==> src/rtl/shift_sub_divider.sv <==
// Sequential unsigned restoring divider, one quotient bit per clock, MSB first.
// start/busy/done handshake; divide-by-zero completes in a single edge.
module shift_sub_divider #(
    parameter int BITS = 4
) (
    input  logic            clk,
    input  logic            rst,
    input  logic            start,
    input  logic [BITS-1:0] dividend,
    input  logic [BITS-1:0] divisor,
    output logic            busy,
    output logic            done,
    output logic [BITS-1:0] quotient,
    output logic [BITS-1:0] remainder,
    output logic            div_by_zero
);

    localparam int CW = $clog2(BITS + 1);

    typedef enum logic [1:0] {
        IDLE = 2'd0,
        RUN  = 2'd1,
        DONE = 2'd2
    } state_t;

    state_t          r_state;
    logic [CW-1:0]   r_cnt;
    logic [BITS-1:0] r_dvs;
    logic [BITS-1:0] r_work;
    logic [BITS-1:0] r_rem;

    logic [BITS:0]   w_shifted;
    logic [BITS:0]   w_trial;
    logic            w_borrow;
    logic [BITS-1:0] w_rem_nxt;
    logic [BITS-1:0] w_work_nxt;

    // The trial is one bit wider than the operands; its MSB is the borrow.
    assign w_shifted  = {r_rem, r_work[BITS-1]};
    assign w_trial    = w_shifted - {1'b0, r_dvs};
    assign w_borrow   = w_trial[BITS];
    assign w_rem_nxt  = w_borrow ? w_shifted[BITS-1:0] : w_trial[BITS-1:0];
    assign w_work_nxt = {r_work[BITS-2:0], ~w_borrow};

    always_ff @(posedge clk or posedge rst) begin
        if (rst) begin
            r_state     <= IDLE;
            r_cnt       <= '0;
            r_dvs       <= '0;
            r_work      <= '0;
            r_rem       <= '0;
            busy        <= 1'b0;
            done        <= 1'b0;
            quotient    <= '0;
            remainder   <= '0;
            div_by_zero <= 1'b0;
        end else begin
            done <= 1'b0;
            unique case (r_state)
                IDLE, DONE: begin
                    if (start) begin
                        if (divisor != '0) begin
                            r_work  <= dividend;
                            r_dvs   <= divisor;
                            r_rem   <= '0;
                            r_cnt   <= CW'(BITS);
                            busy    <= 1'b1;
                            r_state <= RUN;
                        end else begin
                            quotient    <= '1;
                            remainder   <= dividend;
                            div_by_zero <= 1'b1;
                            done        <= 1'b1;
                            r_state     <= DONE;
                        end
                    end else begin
                        r_state <= IDLE;
                    end
                end
                RUN: begin
                    r_work <= w_work_nxt;
                    r_rem  <= w_rem_nxt;
                    r_cnt  <= r_cnt - CW'(1);
                    if (r_cnt == CW'(1)) begin
                        quotient    <= w_work_nxt;
                        remainder   <= w_rem_nxt;
                        div_by_zero <= 1'b0;
                        done        <= 1'b1;
                        busy        <= 1'b0;
                        r_state     <= DONE;
                    end
                end
                default: begin
                    busy    <= 1'b0;
                    r_state <= IDLE;
                end
            endcase
        end
    end

endmodule

==> config.mk <==
export PLATFORM = sky130hd
export DESIGN_NAME = shift_sub_divider
export DESIGN_NICKNAME = d
export VERILOG_FILES = /design/src/rtl/shift_sub_divider.sv
export SDC_FILE = /design/constraint.sdc
export NUM_CORES = 1
export LEC_CHECK = 0
export ABC_AREA = 1
export BUFFER_PORTS_ARGS = -buffer_cell sky130_fd_sc_hd__buf_2
export CORE_ASPECT_RATIO = 1.1
export CORE_UTILIZATION = 35
export DETAILED_ROUTE_END_ITERATION = 10
export HOLD_SLACK_MARGIN = 0.03
export SLEW_MARGIN = 40
export SYNTH_ARGS = -nofsm -noshare
export SYNTH_HDL_FRONTEND = slang
export SYNTH_SLANG_ARGS = --single-unit
==> constraint.sdc <==
create_clock -name clk -period 2.5 [get_ports clk]
set_input_delay 0.375 -clock clk [delete_from_list [all_inputs] [get_ports clk]]
set_output_delay 0.375 -clock clk [all_outputs]
set_load 0.01 [all_outputs]
==> results of run 1 <==
## metal layers
metal / part of all wire [%] / wire length (µm) / global-route usage [%] / vias to the layer above
met4: 1.5 / 44 / 4.80 / 0
met2: 49 / 1420 / 24.5 / 15
met5: 0 / 0 / 0 / -
met3: 2.3 / 66 / 1.96 / 4
li1: - / - / - / 615
met1: 47 / 1370 / 18.8 / 537
## cells by family (layout without fill, tap and decap cells)
group | after synthesis | after routing | synth area share [%]
multiplexers | 1 | 1 | 0.765
adder cells (fa/ha/maj) | 7 | 7 | 6.46
buffers and inverters | 38 | 61 | 10.5
XOR/XNOR | 1 | 1 | 0.595
AND/OR/NAND/NOR | 82 | 82 | 25.2
flip-flops | 28 | 28 | 47.6
AO/OA/AOI/OAI | 23 | 23 | 8.84
## cell usage after synthesis
master / instances / area share (%)
o211ai_1: 3 / 1.5
a21oi_2: 1 / 0.60
inv_1: 30 / 7.7
fa_1: 1 / 1.4
buf_6: 1 / 0.77
a31oi_1: 2 / 0.85
o22ai_1: 1 / 0.43
o21ai_0: 9 / 3.1
dfrtp_1: 28 / 48
nand2_1: 25 / 6.4
or2_2: 1 / 0.43
mux2_2: 1 / 0.77
nor2_4: 1 / 0.77
nand3_1: 28 / 9.5
inv_2: 3 / 0.77
nor2_1: 22 / 5.6
ha_1: 6 / 5.1
nand2_2: 1 / 0.43
a21oi_1: 7 / 2.4
or2_1: 3 / 1.3
buf_2: 4 / 1.4
nand2_4: 1 / 0.77
xnor2_1: 1 / 0.60
## worst max path at each step
stage | endpoint | start | depth (start not counted)
floorplan | remainder[3] | r_dvs[0] | 10
global placement | remainder[0] | r_dvs[0] | 11
detailed placement | remainder[0] | r_dvs[0] | 11
CTS | remainder[0] | r_dvs[0] | 11
global route | remainder[0] | r_work[3] | 12
finish | remainder[0] | r_dvs[0] | 11
## area by class of cell
cell class / instances / share of cell area, %
Clock buffer: 4 / 3.26
Inverter: 33 / 7.34
Multi-Input combinational cell: 114 / 36.5
Sequential cell: 28 / 41.5
Tap cell: 52 / 3.85
Timing Repair Buffer: 24 / 7.56
## worst max-delay path: stages (launching register included)
cell,delay [ns]
dfrtp_1,0.39
ha_1,0.22
fa_1,0.40
inv_1,0.09
nand2_1,0.05
nand2_1,0.07
nand3_1,0.07
nand2_1,0.17
nand3_1,0.14
nand3_1,0.12
nand2_1,0.05
inv_1,0.04
## state kept, by name, indices dropped and copies added (netlist names)
signal	count
busy	1
div_by_zero	1
done	1
quotient	4
r_cnt	3
r_dvs	4
r_rem	4
r_state	2
r_work	4
remainder	4
## report_power, final
part           total [mW]  switching (mW)  internal [mW]
registers           0.751          0.0924          0.659
logic                1.18           0.745          0.437
clock network       0.272           0.131          0.141
## per-stage QoR
| stage | util, % | hold WS [ns] | cells | total power [mW] |
|---|---|---|---|---|
| 6_report | 42.3 | 0.146 | 255 | 2.20 |
| 5_1_grt | 42.3 | 0.174 | 255 | 2.44 |
| 4_1_cts | 42.3 | 0.157 | 255 | 2.23 |
| 3_5_place_dp | 40.9 | 0.459 | 251 | 1.94 |
| 3_3_place_gp | 40.9 | 0.457 | 251 | 1.93 |
| 2_1_floorplan | - | 0.440 | 180 | 1.66 |
==> summary.md, run 1 <==
| Metric | Value |
|---|---|
| TNS Setup | `0 ns` |
| Highest-count cells in the layout ignoring fill and taps | `30 x inv_1, 28 x nand3_1, 28 x dfrtp_1, 25 x nand2_1, 22 x nor2_1` |
| Routed via count | `1,171` |
| Htree depth | `1` |
| CP arrival | `2.10 ns` |
| Hold_buf cts | `0` |
| RSZ-0062 raised after global routing | `no` |
| Worst-path clk slew | `0.09 ns` |
| Clock latency at the later pin of the worst-skew pair | `0.27 ns` |
| Crit-path max FO | `5` |
| CTS tree | `built` |
| Synthesized net count | `198` |
| Total Routed Length | `2900 µm` |
| Root Buffer | `clkbuf_8` |
| Rows | `24` |
| First-pass GRT wire length | `5040 µm` |
| Postcts setup bufs | `0` |
| Tightest Pin Transition | `0.384 ns` |
| Clock buffer depth | `2` |
| Worst R2R Start | `r_dvs[0]` |
| Total GRT Usage | `14.5%` |
| Max Freq | `532 MHz` |
| Placed inst area | `0.00163 mm²` |
| Final period utilization | `75.2%` |
| Design area | `0.00169 mm²` |
| CP endpoint kind | `register` |
| Post-DR wirelength/cell | `11.4 µm` |
| Vias in the first global route | `1,155` |
| Setup-failing EPs final | `0` |
| I/O pin count | `22` |
| Max-cap violations | `0` |
| Ratio of cells with drive above 1 in the final layout | `18.2%` |
| Crit path kind | `register to register` |
| Final slew viol count | `0` |
| Hpwl dp | `2170 µm` |
| Total clock buffers created by CTS | `3` |
| CP Launch Type | `register` |
| Initial core utilization | `36.8%` |
| Vias/cell | `4.59` |
| Post-layout min period | `1.88 ns` |
| Layout fillers | `405` |
| Final WS setup | `0.620 ns` |
| Number of nets in the layout | `222` |
| Initial antenna violation count | `0` |
| Final Hold Fails | `0` |
| Post-CTS sizing | `0` |
| Leakage Power | `0.902 nW` |
| Status | `complete, no violations` |
| Drt pass-1 iters | `4` |
| DIE WIDTH | `63.8 µm` |
| Synth Cell Area | `0.00147 mm²` |
| Die Y | `70.0 µm` |
| Hold crit path type | `input pin to async pin` |
| Slew headroom | `74.3%` |
| Critical Path RT | `2.72 ns` |
| GRT Residual Overflow | `0` |
| DRC | `0` |
| Worst R2R End | `remainder[0]` |
| Syn Inst Count | `180` |
| Largest net degree at the start of global routing | `29` |
| Yosys reg bits | `28` |
| Register area share after synthesis | `47.6%` |
| Synth cell types | `23` |
| Clock Sinks | `28` |
| Final Wtd Congestion | `0.795` |
| Core Footprint | `0.00399 mm²` |
| Synth Warn # | `0` |
| Die ar. | `0.00447 mm²` |
| Flop-to-flop setup slack | `0.62 ns` |
| Area grow syn2layout | `14.7%` |
| Initial DRC count | `14` |
| Mapped Avg Cell Area | `8.17 µm²` |
| Worst R2R Path Depth | `11` |
| Area of the multi-input gates | `616 µm²` |
| Most common cell after layout, fill and taps aside | `inv_1` |
| Pre-CTS setup slack | `0.700 ns` |
| Clock Skew | `0.00210 ns` |
| Antenna cells | `0` |
| Max VDD drop | `0.607 mV` |
| Number of port buffers | `21` |
| Number of routed nets with antenna violations | `0` |
| Register area | `701 µm²` |
| Pwr per Cell Area | `1310 mW/mm²` |
Note: power is estimated with default switching activity, not from simulation.
==> run 2, diff against run 1 <==
ABC_AREA = 0   (was 1)
clock period = 1.8 ns   (was 2.5 ns; I/O delays follow)
==> run 2 against run 1 <==
  * The flow now finishes with violations (negative setup slack)
  * Clock power up 80%
  * Worst hold slack worse by 0.097 ns
  * Maximum frequency down 5.2%
  * Critical path depth down 3
  * Sequential cell count unchanged
  * Routed wire length up 16%
  * Via count up 8.6%
  * Sequential power up 56%
  * Clock skew down 0.00062 ns
  * Sequential share of layout area down 5.8 points
  * Worst setup slack worse by 0.80 ns
  * Critical path type unchanged
  * Critical endpoint is now r_rem[3]
  * Largest power group unchanged
==> summary.md, run 2 <==
| Metric | Value |
|---|---|
| Post-layout min period | `1.98 ns (+0.103 ns)` |
| Worst-path clk slew | `0.09 ns (about the same)` |
| Layout Cells excl Fill | `245 (-3.9%)` |
| CP endpoint kind | `register` |
| Seq pwr share | `26.6% (-7.5 points)` |
| Most instantiated library cell after synthesis | `dfrtp_1` |
| Sw Pwr | `1.85 mW (+91%)` |
| Mapped Avg Cell Area | `9.40 µm² (+15%)` |
| Cell taking the most area after synthesis | `dfrtp_1` |
| I/O pin count | `22 (unchanged)` |
| Ratio of cells with drive above 1 in the final layout | `35.2% (+17 points)` |
| Final period utilization | `110% (+35 points)` |
| Syn Inst Count | `161 (-11%)` |
| Inst Count DP | `239 (-4.8%)` |
| Fin util | `48.4% (+6.1 points)` |
| Slew headroom | `65.2% (-9.1 points)` |
| Area grow syn2layout | `29.6%` |
| DRC | `0 (unchanged)` |
| Design area | `0.00196 mm² (+16%)` |
| Hold_buf cts | `0 (unchanged)` |
| First-pass GRT wire length | `5850 µm (+16%)` |
| Synth cell types | `39 (+70%)` |
| Clock latency at the later pin of the worst-skew pair | `0.27 ns (about the same)` |
| Initial core utilization | `37.3% (+0.47 points)` |
| Htree depth | `1 (unchanged)` |
| CTS tree | `built` |
| GRT Residual Overflow | `0 (unchanged)` |
| Initial antenna violation count | `0 (unchanged)` |
| Logic gate share of total power | `62.2% (+8.6 points)` |
| DIE WIDTH | `64.7 µm (+1.3%)` |
| Worst R2R End | `r_rem[3]` |
| Highest-count cells in the layout ignoring fill and taps | `28 x dfrtp_1, 21 x nand2_1, 21 x buf_2, 14 x nor2_1, 11 x buf_4` |
| Total Routed Length | `3350 µm (+16%)` |
| Pre-CTS setup slack | `-0.225 ns (-0.925 ns)` |
| Ys async rst share | `100% (unchanged)` |
| Yosys reg bits | `28 (unchanged)` |
| Initial DRC count | `50 (+36)` |
| Leakage Power | `0.888 nW (-1.5%)` |
| Post-synth top area share | `46.3% (-1.3 points)` |
| Synth Warn # | `0 (unchanged)` |
| Crit path kind | `register to register` |
| Final Hold Fails | `0 (unchanged)` |
| Main area contributors after synthesis | `dfrtp_1 46%, nand2_1 5.5%, ha_1 5.0%` |
| Critical Path RT | `1.95 ns (-0.77 ns)` |
| Max VDD drop | `0.754 mV (+24%)` |
| Number of nets in the layout | `212 (-4.5%)` |
| Number of synthesized flops with an enable pin | `0 (unchanged)` |
| Worst R2R Path Depth | `8 (-3)` |
| Post-DR wirelength/cell | `13.7 µm (+20%)` |
| Pwr per Cell Area | `2240 mW/mm² (+71%)` |
| CP Launch Type | `register` |
| Status | `complete, but fails checks` |
| Placed inst area | `0.00176 mm² (+8.0%)` |
| Synthesized net count | `179 (-9.6%)` |
| TNS Setup | `-1.19 ns (-1.19 ns)` |
| Most common cell after layout, fill and taps aside | `dfrtp_1` |
| Largest net degree at the start of global routing | `29 (unchanged)` |
| Drt pass-1 iters | `4 (unchanged)` |
| Die ar. | `0.00459 mm² (+2.7%)` |
| Vias in the first global route | `1,269 (+9.9%)` |
| Final slew viol count | `0 (unchanged)` |
| Failing checks | `negative setup slack` |
| Power Total | `4.39 mW (+99%)` |
| Setup-failing EPs final | `10 (+10)` |
| Clock Skew | `0.00148 ns (-0.000620 ns)` |
| Layout fillers | `378 (-6.7%)` |
| Max-cap violations | `0 (unchanged)` |
| Vias/cell | `5.19 (+13%)` |
| Register area share after synthesis | `46.3% (-1.3 points)` |
| Antenna cells | `0 (unchanged)` |
| Clock Sinks | `28 (unchanged)` |
| Rows | `24 (unchanged)` |
| Total GRT Usage | `16.2% (+1.8 points)` |
| Number of port buffers | `21 (unchanged)` |
| Worst R2R Start | `r_dvs[0]` |
| RSZ-0062 raised after global routing | `yes` |
| Core Footprint | `0.00405 mm² (+1.5%)` |
| Most used DFF post-synth | `dfrtp_1` |
| Final Wtd Congestion | `0.872 (+9.7%)` |
| Hpwl dp | `2480 µm (+15%)` |
| Routed via count | `1,272 (+8.6%)` |
| Clock buffer depth | `2 (unchanged)` |
| Tightest Pin Transition | `0.521 ns (+0.137 ns)` |
| Int Pwr | `2.53 mW (+100%)` |
| Clk network pwr share | `11.2% (-1.1 points)` |
| Number of routed nets with antenna violations | `0 (unchanged)` |
| Hold crit path type | `input pin to async pin` |
| Total clock buffers created by CTS | `3 (unchanged)` |
| Final WS setup | `-0.184 ns (-0.803 ns)` |
| CP arrival | `2.14 ns (+0.04 ns)` |
| Flop-to-flop setup slack | `-0.18 ns (-0.80 ns)` |
| Synth cell count leaders | `28 x dfrtp_1, 22 x nand2_1, 16 x nor2_1` |
| Die Y | `71.0 µm (+1.3%)` |
| Net Sw Frac | `42.2% (-1.7 points)` |
| Synth Cell Area | `0.00151 mm² (+2.8%)` |
| Final hold slack | `0.0493 ns (-0.0969 ns)` |
| Crit-path max FO | `5 (unchanged)` |
| Max Freq | `504 MHz (-5.2%)` |
| Root Buffer | `clkbuf_8` |
## run 2: cell count changes in the layout (fill, tap and decap cells not counted), moves of 3 or more
cell	change
nor2_2	+5
a31oi_1	+4
nand2_1	-4
a21oi_2	+4
or2_1	-3
nor2_1	-8
nand2b_1	+3
o21ai_1	+3
inv_1	-22
o211ai_1	-3
nand3_1	-23
buf_4	+8
## run 2: logic make-up after synthesis
group	after synthesis	synth area share (%)
compound gates	37	16.8
mux	1	0.662
buf+inv	17	5.38
simple gates	68	22.8
xor+xnor	3	1.74
fa+ha+maj	7	6.29
flops	28	46.3
## run 2: critical path, cell delays in order, from the launching register on
cell and delay [ns]:
dfrtp_1 0.42, ha_4 0.17, fa_2 0.34, nand2b_4 0.17, a21oi_4 0.17, buf_12 0.15, xor2_4 0.20, nand2b_4 0.16
a31oi_1 0.08
## run 2: area by class of cell
cell class | instances | area (µm²) | share of cell area [%]
well taps | 52 | 65.1 | 3.32
repair buffers | 35 | 230 | 11.7
inverters | 9 | 33.8 | 1.72
multi-input cells | 117 | 860 | 43.8
flip-flops and latches | 28 | 701 | 35.7
clock inverters | 1 | 30.0 | 1.53
clock buffers | 3 | 41.3 | 2.11
## run 2: what timing repair did
item / CTS / global route
pin swaps: 6 / 4
setup buffers: 0 / 1
cloned: 1 / 0
endpoints found under the setup margin: 10 / 10
resized for setup: 5 / 11
## run 2: power by group through the flow
stage | clock (mW) | combinational (mW) | sequential (mW)
2_1_floorplan | 0 | 1.57 | 1.16
3_3_place_gp | 0 | 2.11 | 1.14
3_5_place_dp | 0 | 2.15 | 1.16
4_1_cts | 0.508 | 2.33 | 1.15
5_1_grt | 0.538 | 2.99 | 1.21
6_report | 0.490 | 2.73 | 1.17
## run 2: how the worst max path moves through the flow
stage / start / end / slack (ns) / depth (start not counted)
4_1_cts: r_work[3] / r_rem[2] / -0.15 / 8
6_report: r_dvs[0] / r_rem[3] / -0.18 / 8
5_1_grt: r_work[3] / remainder[2] / -0.25 / 9
2_1_floorplan: r_work[3] / remainder[2] / -0.13 / 8
3_5_place_dp: r_dvs[0] / remainder[2] / -0.23 / 7
3_3_place_gp: r_dvs[0] / remainder[2] / -0.17 / 7
## run 2: routing by layer
metal,part of all wire (%),up-vias,GRT usage (%)
li1,-,615,-
met2,51,41,27.5
met3,4.5,4,2.10
met4,0.95,0,4.44
met1,43,612,21.7
met5,0,-,0
